### config.mk
export PLATFORM = sky130hd
export DESIGN_NAME = trees_feeder
export DESIGN_NICKNAME = d
export VERILOG_FILES = /design/src/rtl/trees_pkg.sv /design/src/rtl/trees_feeder.sv
export SDC_FILE = /design/constraint.sdc
export NUM_CORES = 1
export LEC_CHECK = 0
export CAP_MARGIN = 10
export CORE_MARGIN = 5
export CORE_UTILIZATION = 50
export CTS_CLUSTER_SIZE = 24
export DETAILED_ROUTE_END_ITERATION = 10
export PLACE_DENSITY = 0.83
export SLEW_MARGIN = 15
export SYNTH_ARGS = -nofsm -noshare
export SYNTH_HDL_FRONTEND = slang
export SYNTH_SLANG_ARGS = --single-unit
### constraint.sdc
create_clock -name clk -period 3.4 [get_ports clk]
set_clock_uncertainty 0.05 [all_clocks]
set_input_delay 0.68 -clock clk [delete_from_list [all_inputs] [get_ports clk]]
set_output_delay 0.68 -clock clk [all_outputs]
set_load 0.01 [all_outputs]
### src/rtl/trees_pkg.sv
// Shared types and sizing constants for the tree-ensemble feeder.
// The sizing constants describe the default ensemble geometry.
package trees_pkg;

   typedef enum logic [2:0] {
      IDLE,
      LOAD_TREES,
      LOAD_FEAT,
      START,
      WAIT,
      OUTPUT,
      FINISH
   } feeder_st_t;

   localparam int DEF_N_TREES          = 16;
   localparam int DEF_N_NODE_AND_LEAFS = 256;
   localparam int DEF_N_FEATURE        = 32;

   localparam int TREE_WORDS = DEF_N_TREES * DEF_N_NODE_AND_LEAFS;
   localparam int FEAT_WORDS = DEF_N_FEATURE / 2;

endpackage

### src/rtl/trees_feeder.sv
// Streams tree images and feature pairs into the ensemble, runs one inference per sample, forwards predictions.
// Load strobes, start and acc_done are registered (one cycle after the causing event); out_valid holds until out_ready.
module trees_feeder
   import trees_pkg::*;
#(
   parameter int  N_TREES          = DEF_N_TREES,
   parameter int  N_NODE_AND_LEAFS = DEF_N_NODE_AND_LEAFS,
   parameter int  N_FEATURE        = DEF_N_FEATURE,
   localparam int TW               = $clog2(N_TREES),
   localparam int NW               = $clog2(N_NODE_AND_LEAFS)
) (
   input  logic          clk,
   input  logic          rst_n,
   input  logic          cfg_start,
   input  logic          cfg_load_trees,
   input  logic [31:0]   cfg_n_samples,
   input  logic          in_valid,
   output logic          in_ready,
   input  logic [63:0]   in_data,
   output logic          load_trees,
   output logic [NW-1:0] n_node,
   output logic [TW-1:0] n_tree,
   output logic [63:0]   tree_nodes,
   output logic          load_features,
   output logic [31:0]   n_feature,
   output logic [63:0]   features2,
   output logic          start,
   input  logic [31:0]   prediction,
   input  logic          done,
   output logic          out_valid,
   input  logic          out_ready,
   output logic [31:0]   out_data,
   output logic          busy,
   output logic          acc_done
);

   feeder_st_t    state, state_nxt;
   logic [31:0]   n_samples, sample_cnt, feat_cnt;
   logic [TW-1:0] tree_cnt;
   logic [NW-1:0] node_cnt;
   logic          in_hs, out_hs, done_ok, last_node, last_tree_word, last_feat_word, last_sample;

   assign in_hs          = in_valid & in_ready;
   assign out_hs         = out_valid & out_ready;
   // the ensemble may still flag done from the previous run while start is high
   assign done_ok        = done & ~start;
   assign last_node      = (node_cnt == NW'(N_NODE_AND_LEAFS - 1));
   assign last_tree_word = last_node && (tree_cnt == TW'(N_TREES - 1));
   assign last_feat_word = (feat_cnt == 32'(N_FEATURE - 2));
   assign last_sample    = ((sample_cnt + 32'd1) == n_samples);

   always_ff @(posedge clk or negedge rst_n) begin
      if (!rst_n) state <= IDLE;
      else        state <= state_nxt;
   end

   always_comb begin
      state_nxt = state;
      case (state)
         IDLE: begin
            if (cfg_start) begin
               if (cfg_load_trees)            state_nxt = LOAD_TREES;
               else if (cfg_n_samples == '0)  state_nxt = FINISH;
               else                           state_nxt = LOAD_FEAT;
            end
         end
         LOAD_TREES: if (in_hs && last_tree_word) state_nxt = (n_samples == '0) ? FINISH : LOAD_FEAT;
         LOAD_FEAT:  if (in_hs && last_feat_word) state_nxt = START;
         START:      state_nxt = WAIT;
         WAIT:       if (done_ok) state_nxt = OUTPUT;
         OUTPUT:     if (out_hs) state_nxt = last_sample ? FINISH : LOAD_FEAT;
         FINISH:     state_nxt = IDLE;
         default:    state_nxt = IDLE;
      endcase
   end

   always_comb begin
      in_ready = 1'b0;
      busy     = 1'b0;
      if (state == LOAD_TREES || state == LOAD_FEAT) in_ready = 1'b1;
      if (state != IDLE)                             busy     = 1'b1;
   end

   always_ff @(posedge clk or negedge rst_n) begin
      if (!rst_n) begin
         n_samples     <= '0;
         sample_cnt    <= '0;
         feat_cnt      <= '0;
         tree_cnt      <= '0;
         node_cnt      <= '0;
         load_trees    <= 1'b0;
         n_node        <= '0;
         n_tree        <= '0;
         tree_nodes    <= '0;
         load_features <= 1'b0;
         n_feature     <= '0;
         features2     <= '0;
         start         <= 1'b0;
         out_valid     <= 1'b0;
         out_data      <= '0;
         acc_done      <= 1'b0;
      end else begin
         load_trees    <= 1'b0;
         load_features <= 1'b0;
         start         <= (state == START);
         acc_done      <= (state == FINISH);
         case (state)
            IDLE: begin
               if (cfg_start) begin
                  n_samples  <= cfg_n_samples;
                  sample_cnt <= '0;
                  feat_cnt   <= '0;
                  tree_cnt   <= '0;
                  node_cnt   <= '0;
               end
            end
            LOAD_TREES: begin
               if (in_hs) begin
                  load_trees <= 1'b1;
                  tree_nodes <= in_data;
                  n_tree     <= tree_cnt;
                  n_node     <= node_cnt;
                  if (last_node) begin
                     node_cnt <= '0;
                     tree_cnt <= (tree_cnt == TW'(N_TREES - 1)) ? '0 : tree_cnt + TW'(1);
                  end else begin
                     node_cnt <= node_cnt + NW'(1);
                  end
               end
            end
            LOAD_FEAT: begin
               if (in_hs) begin
                  load_features <= 1'b1;
                  features2     <= in_data;
                  n_feature     <= feat_cnt;
                  feat_cnt      <= last_feat_word ? '0 : feat_cnt + 32'd2;
               end
            end
            WAIT: begin
               if (done_ok) begin
                  out_data  <= prediction;
                  out_valid <= 1'b1;
               end
            end
            OUTPUT: begin
               if (out_hs) begin
                  out_valid  <= 1'b0;
                  sample_cnt <= sample_cnt + 32'd1;
               end
            end
            default: ;
         endcase
      end
   end

endmodule

# After elaboration in Yosys (flattened, before gate mapping)
# Index checks and enable logic that the tools add are counted.
# W data, S select, Z words.
dict set report word_totals {
  inputBits 135
  reg_bits 320
  output_inout_bits 211
}
dict set report classes {
  reduce_logical 22
  addsub 4
  mux 33
  n_eq_ne 18
  bitwise_logic 4
}
# operator n
set ops {}
lappend ops {{$mux W32} 4}
lappend ops {{$pmux W32 S2} 2}
lappend ops {{$logic_not A32 Y1} 2}
lappend ops {{$add A32 B1 Y32 const B} 1}
lappend ops {{$add A32 B2 Y32 const B} 1}
lappend ops {{$eq A32 B32 Y1} 1}
lappend ops {{$eq A32 B5 Y1 const B} 1}
lappend ops {{$mux W3} 9}
lappend ops {{$mux W8} 3}
lappend ops {{$pmux W3 S6} 1}
lappend ops {{$mux W4} 4}
lappend ops {{$ne A2 B2 Y1 const B} 8}
lappend ops {{$pmux W8 S2} 1}
lappend ops {{$reduce_and A3 Y1} 4}
lappend ops {{$eq A3 B3 Y1 const B} 3}
lappend ops {{$add A8 B1 Y8 const B} 1}
lappend ops {{$eq A8 B8 Y1 const B} 1}
lappend ops {{$pmux W4 S2} 1}
lappend ops {{$reduce_and A2 Y1} 4}
lappend ops {{$reduce_bool A2 Y1} 4}
lappend ops {{$mux W1} 7}
lappend ops {{$eq A3 B2 Y1 const B} 2}
lappend ops {{$reduce_and A5 Y1} 1}
lappend ops {{$add A4 B1 Y4 const B} 1}
lappend ops {{other kinds (10)} 14}

# Depth between registers and ports, before layout
# Gate-level depths: netlist of run 1.
dict set report logic_depth {
  ltp_word 7
  depth_mapped 9
}

# Least setup slack after synthesis of run 1
# OpenSTA, ideal clock, no wires.
dict set report synth_timing {
  kind {register to register}
  from {register state[0]}
  to {register features2[52]}
  required_time_ps 3225
  period_less_slack_ps 2386
  n_path_buf 4
  arrival_time_ps 2211
  setup_slack_ps 1014
  path_stages_with_launch 8
  path_cell_list {dfrtp_1 clkbuf_1 nor2_1 and3_1 clkbuf_1 clkbuf_1 buf_1 mux2_2}
}
dict set report synth_between {
  elab_chain_len 5
  word_cells_on_any_way 6
  classes_between {eq/ne: 2; mux: 1; bitwise: 1; reduce/logical: 2}
}
# element line_no
set synth_lines {}
lappend synth_lines {{start, declared} trees_feeder.sv:37} ;# feeder_st_t state, state_nxt;
lappend synth_lines {{start signal, assigned} trees_feeder.sv:54} ;# else state <= state_nxt;
lappend synth_lines {{$eq A3 B1 Y1 / $eq A3 B2 Y1 (equally long branches)} {trees_feeder.sv:80, trees_feeder.sv:107}}
lappend synth_lines {{$logic_or A1 B1 Y1} trees_feeder.sv:80} ;# if (state == LOAD_TREES || state == LOAD_FEAT) in_ready = 1'b1;
lappend synth_lines {{$mux W1} trees_feeder.sv:80}
lappend synth_lines {{$and A1 B1 Y1} trees_feeder.sv:43} ;# assign in_hs = in_valid & in_ready;
lappend synth_lines {{$reduce_and A2 Y1 (no source line) *} n/a}
lappend synth_lines {{end signal, assigned} trees_feeder.sv:134} ;# features2 <= in_data;
lappend synth_lines {{end, declared} trees_feeder.sv:26} ;# output logic [63:0] features2,
# Every way passes the cells marked *; elsewhere a longest branch is shown, timed or not.
# A chain may end at the register's enable or synchronous reset.

# Final worst setup path of run 1
dict set report layout_timing {
  from {register state[1]}
  to {output in_ready}
}
dict set report layout_between {
  elab_chain_len 3
  word_cells_on_any_way 4
  classes_between {eq/ne: 2; mux: 1; reduce/logical: 1}
}
# element line_no
set layout_lines {}
lappend layout_lines {{$eq A3 B1 Y1 / $eq A3 B2 Y1 (equally long branches)} trees_feeder.sv:80}
lappend layout_lines {{$logic_or A1 B1 Y1 *} trees_feeder.sv:80}
lappend layout_lines {{$mux W1 *} trees_feeder.sv:80}
lappend layout_lines {{end, declared} trees_feeder.sv:18} ;# output logic in_ready,
# Marked as above.

==> results of run 1 <==
==> registers in the layout, indices dropped and copies added, names as in the netlist, 8 cells and up <==
name,flops
n_samples,32
n_node,8
sample_cnt,32
n_feature,31
node_cnt,8
feat_cnt,31
out_data,32
features2,64
tree_nodes,64
==> stage by stage <==
step / hold WS (ns) / util (%)
floorplan: 0.3344 / -
global placement: 0.4369 / 65.01
detailed placement: 0.4440 / 65.01
CTS: 0.1775 / 69.00
global route: 0.1726 / 69.00
finish: 0.1426 / 69.01
==> cell type report <==
type | instances | area (sq um)
well taps | 378 | 473.0
diodes | 2 | 5.005
flip-flops and latches | 318 | 7958
clock buffers | 54 | 1060
inverters | 11 | 41.29
multi-input cells | 780 | 5918
repair buffers | 372 | 3721
clock inverters | 7 | 50.05
fillers | 1999 | 8632
==> worst max-delay path: stages (launching register included) <==
cell and delay [ns]:
dfrtp_1 0.54, xnor2_1 0.20, nor2_1 0.22, clkdlybuf4s50_1 0.62
==> cell families (layout without fill, tap and decap cells) <==
logic type	Yosys count	count (layout)	synth area share (%)
AO/OA/AOI/OAI	146	146	6.265
XOR/XNOR	65	65	4.021
adder cells (fa/ha/maj)	4	4	0.3535
buffers and inverters	72	444	2.094
flip-flops	318	318	56.20
multiplexers	238	238	18.91
other	1	3	0.02648
AND/OR/NAND/NOR	326	326	12.13
==> worst paths after layout <==
| check | from | cells past startpoint | slack, ns | end |
|---|---|---|---|---|
| worst max-delay path | state[1] | 3 | 0.58 | in_ready |
| worst min-delay path | rst_n | 1 | 0.14 | out_data[11] |
| worst max register to register | sample_cnt[3] | 7 | 0.59 | state[2] |
| worst min register to register | n_feature[16] | 1 | 0.45 | n_feature[16] |
| max in group asynchronous | rst_n | 2 | 2.27 | sample_cnt[5] |
| min in group clk | n_feature[16] | 1 | 0.45 | n_feature[16] |
==> synth_stat cells, types with 2 or more instances <==
| cell | n |
|---|---|
| nand2_1 | 70 |
| ha_1 | 4 |
| mux2i_1 | 2 |
| xnor2_1 | 38 |
| a2111oi_2 | 2 |
| o31ai_1 | 15 |
| buf_1 | 6 |
| buf_2 | 15 |
| inv_1 | 11 |
| dfrtp_1 | 318 |
| buf_4 | 2 |
| o22ai_1 | 2 |
| and4_1 | 7 |
| xor2_1 | 27 |
| a22o_1 | 5 |
| a21o_1 | 2 |
| a21oi_1 | 23 |
| nand2b_1 | 7 |
| clkbuf_1 | 38 |
| or3_1 | 13 |
| nor3_1 | 16 |
| nand4_1 | 27 |
| mux2_2 | 236 |
| and3_1 | 17 |
| o41ai_1 | 3 |
| and2_1 | 8 |
| nor2b_1 | 10 |
| o211ai_1 | 2 |
| nor4_1 | 35 |
| nor2_1 | 63 |
| nor3b_1 | 7 |
| a31oi_1 | 8 |
| nand3_1 | 36 |
| o21ai_0 | 72 |
==> power groups by stage <==
stage / registers [uW] / logic, uW / clock network, uW
finish: 5930 / 5850 / 3650
global route: 6100 / 6210 / 3920
CTS: 5930 / 5910 / 3740
detailed placement: 5970 / 5850 / 0
global placement: 5890 / 5720 / 0
floorplan: 6220 / 2300 / 0
==> placed cells by master (no fill, tap or decap), drive strengths merged, types with 4 or more instances in the layout <==
cell,n
buf,29
nand2b,7
dfrtp,318
a22o,5
clkbuf,54
clkinv,6
and3,17
o21ai,73
xor2,27
or3,13
a21oi,23
mux2,236
nor2b,10
inv,12
nor3b,7
clkdlybuf4s50,343
nand4,29
ha,4
and2,9
xnor2,38
nand3,36
nor3,17
nor2,63
a31oi,8
and4,7
o31ai,16
nand2,70
nor4,36
==> routing by layer <==
layer / routed length, um / track usage (%) / vias to the layer above
met5: 13 / 0 / -
li1: - / - / 4922
met3: 3284 / 7.546 / 94
met4: 1460 / 9.242 / 2
met2: 19850 / 41.28 / 438
met1: 15080 / 30.13 / 5405
==> out/metrics.csv, run 1 <==
metric;value;unit
vias per cell;5.651;
Post-CTS Setup Inserts;0;
routed vias;10860;
first-pass GRT wire length;62010;um
Startpoint Class;flop;
Final min period;2.822;ns
CTS sink count;318;
grt ovf;0;
CTS tree;built;
CP endpoint kind;output pin;
sequential-to-total area share from yosys stat;56.20;%
flops & latches, synth;318;
mapped cell area;14160;sq um
P&R area growth vs syn;35.78;%
Yosys top cell by area;dfrtp_1;
Tightest Hold Check Type;in2async;
setup TNS;0;ns
Pleak;0.008053;uW
DRT Pass-1 Iters;5;
clock share of power;23.7;%
Reg clk slew, reported paths;0.06;ns
GP Congestion;0.9165;
chip width;178.3;um
DP HPWL;28760;um
number of global-route vias before repair;11260;
Die Area;31790;sq um
IO Count;346;
final WL;39690;um
share of layout cells above drive strength 1;21.27;%
DRC Markers;0;
post-route insts no fill;1922;
final instance area;19230;sq um
CTS Hold Bufs;0;
status;completed;
floorplan row count;61;
Synth cell types;57;
slew margin rel.;49.07;%
largest net degree at the start of global routing;93;
Logic pwr share;37.9;%
syn avg cell area;12.10;sq um
Max-Cap Viols;0;
Tot Pwr;15430;uW
final count of pins violating max slew;0;
cell total after placement;1859;
Net Sw Frac;31.50;%
f_max;354.4;MHz
synth top area cells;dfrtp_1 (56%), mux2_2 (19%), o21ai_0 (2.5%);
syn nets;1309;
residual antenna-violating net count after detailed routing;0;
GRT Util Overall;24.63;%
EDFF count, synth;0;
post-synth top area share;56.20;%
PD cells;802.6;nW/um^2
total CTS buffers;35;
sequential power share;38.4;%
internal power;10570;uW
starting density of the core;50.83;%
crit path kind;reg2out;
Die Y;178.3;um
pre-CTS WS;0.3103;ns
port bufs;344;
period utilisation layout;83.00;%
Synth async-reset ratio;100.0;%
# resized after CTS;0;
clk buf depth;3;
setup violators final;0;
Core Region;27860;sq um
WP data arrival;2.09;ns
Mapped Cells;1170;
DR iter-0 viols;670;
ys flop type;dfrtp_1;
Skew-Pair Late Insertion Delay;0.52;ns
Worst Path Required;2.67;ns
placed cell area;18110;sq um
RSZ-0062 raised after global routing;no;
antenna violations before repair;1;
YS warnings;0;
Worst-Margin Slew;0.7611;ns
crit-path max FO;14;
Switch Pwr;4860;uW
WL/cell;20.65;um
peak supply drop;617.7;uV
Root Driver;clkbuf_16;
# H-tree levels;2;
endpoints failing hold;0;
Final WS setup;0.5781;ns
fin nets;1657;
Power figures use the tool's default switching activity.
==> run 2: changes to the inputs <==
clock period = 2.95 ns   (was 3.4 ns; I/O delays follow)
==> run 2 against run 1 <==
  * The flow now finishes with violations (negative hold slack)
  * Cell count up 0.57%
  * Register-to-register slack got worse by 0.38 ns
  * Via count is 0.33% lower
  * Worst hold slack lost 0.17 ns
  * Global-route usage about the same
  * First-iteration DRC count is 3.6% lower
  * Critical path depth grew 5
  * Combinational power increased by 15%
  * Non-clock buffer count up 10
  * Critical path type is now reg2reg
==> out/metrics.csv, run 2 (synthesized netlist as in run 1, its figures left out) <==
metric;value;unit;change
f_max;365.2;MHz;
Startpoint Class;flop;;
setup TNS;0;ns;unchanged
setup violators final;0;;unchanged
Root Driver;clkbuf_16;;
most common cell after layout, fill and taps aside;clkdlybuf4s50_1;;
Die Area;31790;sq um;unchanged
GP Congestion;0.9251;;+0.94%
biggest registers after layout;features2 (64), tree_nodes (64);;
most frequent cells in the layout;clkdlybuf4s50_1 (343), dfrtp_1 (318), mux2_2 (236), o21ai_0 (72), nand2_1 (70);;
status;finished with violations;;
residual antenna-violating net count after detailed routing;0;;unchanged
CTS sink count;318;;unchanged
number of global-route vias before repair;11330;;+0.60%
Die Y;178.3;um;unchanged
antenna cell count;0;;-2
routed vias;10830;;-0.33%
crit-path max FO;9;;-5
Max-Cap Viols;0;;unchanged
PD cells;929.3;nW/um^2;+16%
Reg clk slew, reported paths;0.06;ns;about the same
RSZ-0062 raised after global routing;no;;
Core Region;27860;sq um;unchanged
Worst-Margin Slew;0.6291;ns;-0.1320 ns
final hold slack;-0.02550;ns;-0.1681 ns
DP HPWL;28760;um;about the same
WL/cell;20.45;um;-0.95%
# H-tree levels;2;;unchanged
DR iter-0 viols;646;;-3.6%
fillers;1978;;-1.1%
IO Count;346;;unchanged
port bufs;344;;unchanged
failing checks;negative hold slack;;
P&R area growth vs syn;37.01;%;
slew margin rel.;57.90;%;+8.8 points
Final min period;2.738;ns;
endpoints failing hold;6;;+6
grt ovf;0;;unchanged
first-pass GRT wire length;61960;um;about the same
GRT Util Overall;24.62;%;about the same
DRC Markers;0;;unchanged
Worst Path Required;3.33;ns;+0.66 ns
share of layout cells above drive strength 1;22.19;%;+0.92 points
Tot Pwr;18030;uW;+17%
final count of pins violating max slew;0;;unchanged
antenna violations before repair;0;;-1
worst reg2reg path depth;8;;+1
multi-input logic area;5918;sq um;unchanged
Post-CTS Setup Inserts;0;;unchanged
vias per cell;5.600;;-0.90%
crit path kind;reg2reg;;
CTS tree;built;;
Register Area;7958;sq um;unchanged
total CTS buffers;36;;+2.9%
DRT Pass-1 Iters;5;;unchanged
WP data arrival;3.11;ns;+1.02 ns
fin nets;1668;;+0.66%
floorplan row count;61;;unchanged
CTS Hold Bufs;0;;unchanged
peak supply drop;742.1;uV;+20%
period utilisation layout;92.81;%;
chip width;178.3;um;unchanged
Skew-Pair Late Insertion Delay;0.51;ns;about the same
final WL;39540;um;-0.39%
Pleak;0.008149;uW;+1.2%
# resized after CTS;0;;unchanged
clk buf depth;3;;unchanged
largest net degree at the start of global routing;75;;-19%
CP endpoint kind;flop;;
final core utilization;69.64;%;+0.62 points
starting density of the core;50.83;%;unchanged
Tightest Hold Check Type;in2async;;
[run 2: layout make-up]
type                    count  share of cell area [%]
clock buffers              51                   5.514
well taps                 378                   2.438
clock inverters            13                  0.6772
multi-input cells         780                   30.51
repair buffers            382                   19.63
inverters                  11                  0.2128
flip-flops and latches    318                   41.02
[run 2: metal layers]
metal / track usage (%) / vias to the layer above / wire length, um
met5: 0 / - / 0
met4: 7.867 / 0 / 1307
met3: 7.100 / 86 / 3407
met2: 41.10 / 442 / 19420
met1: 31.15 / 5350 / 15400
li1: - / 4947 / -
[run 2: metrics by stage]
step                      std cells  area [sq um]  setup WS, ns
after floorplan                1170         14160        0.5641
after global placement         1869         18200        0.1619
after detailed placement       1869         18200       0.06530
after CTS                      1933         19400        0.1825
after global routing           1933         19400       0.03069
final                          1933         19400        0.2120
[run 2: report_power, final]
part | switching [uW] | internal [uW] | total (uW)
registers | 1030 | 5790 | 6820
clock network | 1750 | 2710 | 4460
logic | 2820 | 3930 | 6740
total | 5600 | 12400 | 18000
[run 2: critical path, stage by stage (launching register included)]
cell	delay (ns)
dfrtp_1	0.47
ha_1	0.35
nand4_1	0.24
or3_1	0.50
xnor2_1	0.18
o221ai_1	0.13
nor4_1	0.34
nand4_1	0.17
o31ai_2	0.23
[run 2: path summary, 6_finish.rpt]
path	slack [ns]	endpoint	start
worst max-delay path	0.21	state[2]	sample_cnt[0]
worst min-delay path	-0.03	out_data[4]	rst_n
worst max register to register	0.21	state[2]	sample_cnt[0]
worst min register to register	0.45	n_feature[18]	n_feature[18]
max in group asynchronous	2.03	tree_nodes[24]	rst_n
min in group clk	0.45	n_feature[18]	n_feature[18]
==> run 3: changes to the inputs <==
CORE_MARGIN = unset   (was 5)
GPL_ROUTABILITY_DRIVEN = 0   (was unset)
==> run 3 against run 2 <==
  * The run now ends clean
  * Worst setup slack better by 0.010 ns
  * Via count down 0.81%
  * Die area down 8.8%
  * Wire length down 3.6%
  * Critical path depth down 4
  * Final area up 0.35%
  * Global-route usage up 1.8 points
  * Cell count up 0.16%
  * Largest power group unchanged
  * Highest routed layer unchanged
==> out/metrics.csv, run 3 (synthesized netlist as in run 1, its figures left out) <==
metric;value;unit;change
cell total after placement;1870;;+0.054%
port bufs;344;;unchanged
routed vias;10740;;-0.81%
RSZ-0062 raised after global routing;no;;
Skew-Pair Late Insertion Delay;0.51;ns;about the same
CTS Hold Bufs;0;;unchanged
Die Area;29000;sq um;-8.8%
DRC Markers;0;;unchanged
CTS sink count;318;;unchanged
CP endpoint kind;output pin;;
Worst-Margin Slew;0.6530;ns;+0.02392 ns
pre-CTS WS;0.04439;ns;-0.02091 ns
setup violators final;0;;unchanged
Final WS setup;0.2221;ns;+0.01015 ns
post-route insts no fill;1936;;+0.16%
biggest registers after layout;features2 (64), tree_nodes (64);;
final count of pins violating max slew;0;;unchanged
Slowest-stage cell, CP;dfrtp_1;;
multi-input logic area;5918;sq um;unchanged
DR iter-0 viols;669;;+3.6%
number of global-route vias before repair;11090;;-2.1%
fillers;1964;;-0.71%
floorplan row count;61;;unchanged
crit-path max FO;14;;+5
status;completed;;
Reg clk slew, reported paths;0.06;ns;about the same
largest net degree at the start of global routing;81;;+8.0%
grt ovf;0;;unchanged
residual antenna-violating net count after detailed routing;0;;unchanged
chip width;170.3;um;-4.5%
final hold slack;0.004603;ns;+0.03010 ns
P&R area growth vs syn;37.48;%;
slew margin rel.;56.46;%;-1.4 points
Max-Cap Viols;0;;unchanged
DRT Pass-1 Iters;5;;unchanged
Worst Path Required;2.31;ns;-1.02 ns
crit path kind;reg2out;;
Core Region;27860;sq um;unchanged
Pleak;0.008174;uW;+0.30%
Root Driver;clkbuf_16;;
# H-tree levels;2;;unchanged
DP HPWL;27270;um;-5.2%
final WL;38110;um;-3.6%
f_max;366.6;MHz;+0.37%
crit-path max cell delay;0.62;ns;+0.12 ns
Startpoint Class;flop;;
fin nets;1669;;+0.060%
GRT Util Overall;26.40;%;+1.8 points
peak supply drop;659.6;uV;-11%
WL/cell;19.68;um;-3.8%
vias per cell;5.546;;-0.97%
Register Area;7958;sq um;unchanged
# resized after CTS;0;;unchanged
total CTS buffers;36;;unchanged
antenna violations before repair;1;;+1
endpoints failing hold;0;;-6
clk buf depth;3;;unchanged
Final min period;2.728;ns;-0.01015 ns
WP data arrival;2.09;ns;-1.02 ns
worst-path cell chain;nor3_1 > buf_4 > inv_1 > clkdlybuf4s50_1;;
CTS tree;built;;
setup TNS;0;ns;unchanged
Post-CTS Setup Inserts;0;;unchanged
IO Count;346;;unchanged
most frequent cells in the layout;clkdlybuf4s50_1 (343), dfrtp_1 (318), mux2_2 (236), o21ai_0 (72), nand2_1 (70);;
period utilisation layout;92.47;%;-0.34 points
starting density of the core;50.83;%;unchanged
share of layout cells above drive strength 1;22.35;%;+0.16 points
Tightest Hold Check Type;in2async;;
Die Y;170.3;um;-4.5%
PD cells;931.1;nW/um^2;+0.20%
most common cell after layout, fill and taps aside;clkdlybuf4s50_1;;
first-pass GRT wire length;59690;um;-3.7%
-- run 3: layout make-up --
class	instances	area share [%]
Antenna cell	1	0.01285
Clock buffer	48	5.335
Clock inverter	17	1.067
Inverter	11	0.2121
Multi-Input combinational cell	780	30.40
Sequential cell	318	40.88
Tap cell	378	2.429
Timing Repair Buffer	383	19.67
-- run 3: layer usage --
| metal | vias up | track usage [%] | share of wire, % |
|---|---|---|---|
| met2 | 397 | 44.85 | 50 |
| met3 | 97 | 6.744 | 7.5 |
| met1 | 5305 | 32.25 | 39 |
| met4 | 0 | 10.11 | 3.7 |
| li1 | 4938 | - | - |
| met5 | - | 0 | 0 |
-- run 3: final timing paths --
check / to / slack (ns) / startpoint / depth (start not counted)
setup / recovery: busy / 0.22 / state[1] / 4
hold / removal: out_data[29] / 0.005 / rst_n / 1
setup reg to reg: state[2] / 0.25 / sample_cnt[3] / 8
hold reg to reg: n_tree[0] / 0.45 / n_tree[0] / 1
max in group asynchronous: sample_cnt[19] / 1.99 / rst_n / 2
min in group clk: n_tree[0] / 0.45 / n_tree[0] / 1
-- run 3: worst max-delay path: cells and delay by family, from the launching register on --
family | cells | cell delay, ns
simple gates | 1 | 0.10
flops | 1 | 0.62
buf+inv | 3 | 0.85
-- run 3: metrics by stage --
| stage | total power [uW] | util (%) | instance area, sq um |
|---|---|---|---|
| floorplan | 9816 | - | 14160 |
| global placement | 13320 | 65.40 | 18220 |
| detailed placement | 13550 | 65.40 | 18220 |
| CTS | 18290 | 69.87 | 19460 |
| global route | 19020 | 69.87 | 19460 |
| finish | 18130 | 69.88 | 19470 |
-- run 3: power by group --
part           internal [uW]  switching [uW]  leakage [uW]  total [uW]
registers               5790            1040       0.00404        6830
clock network           2840            1780      0.000609        4620
logic                   3940            2740       0.00352        6680
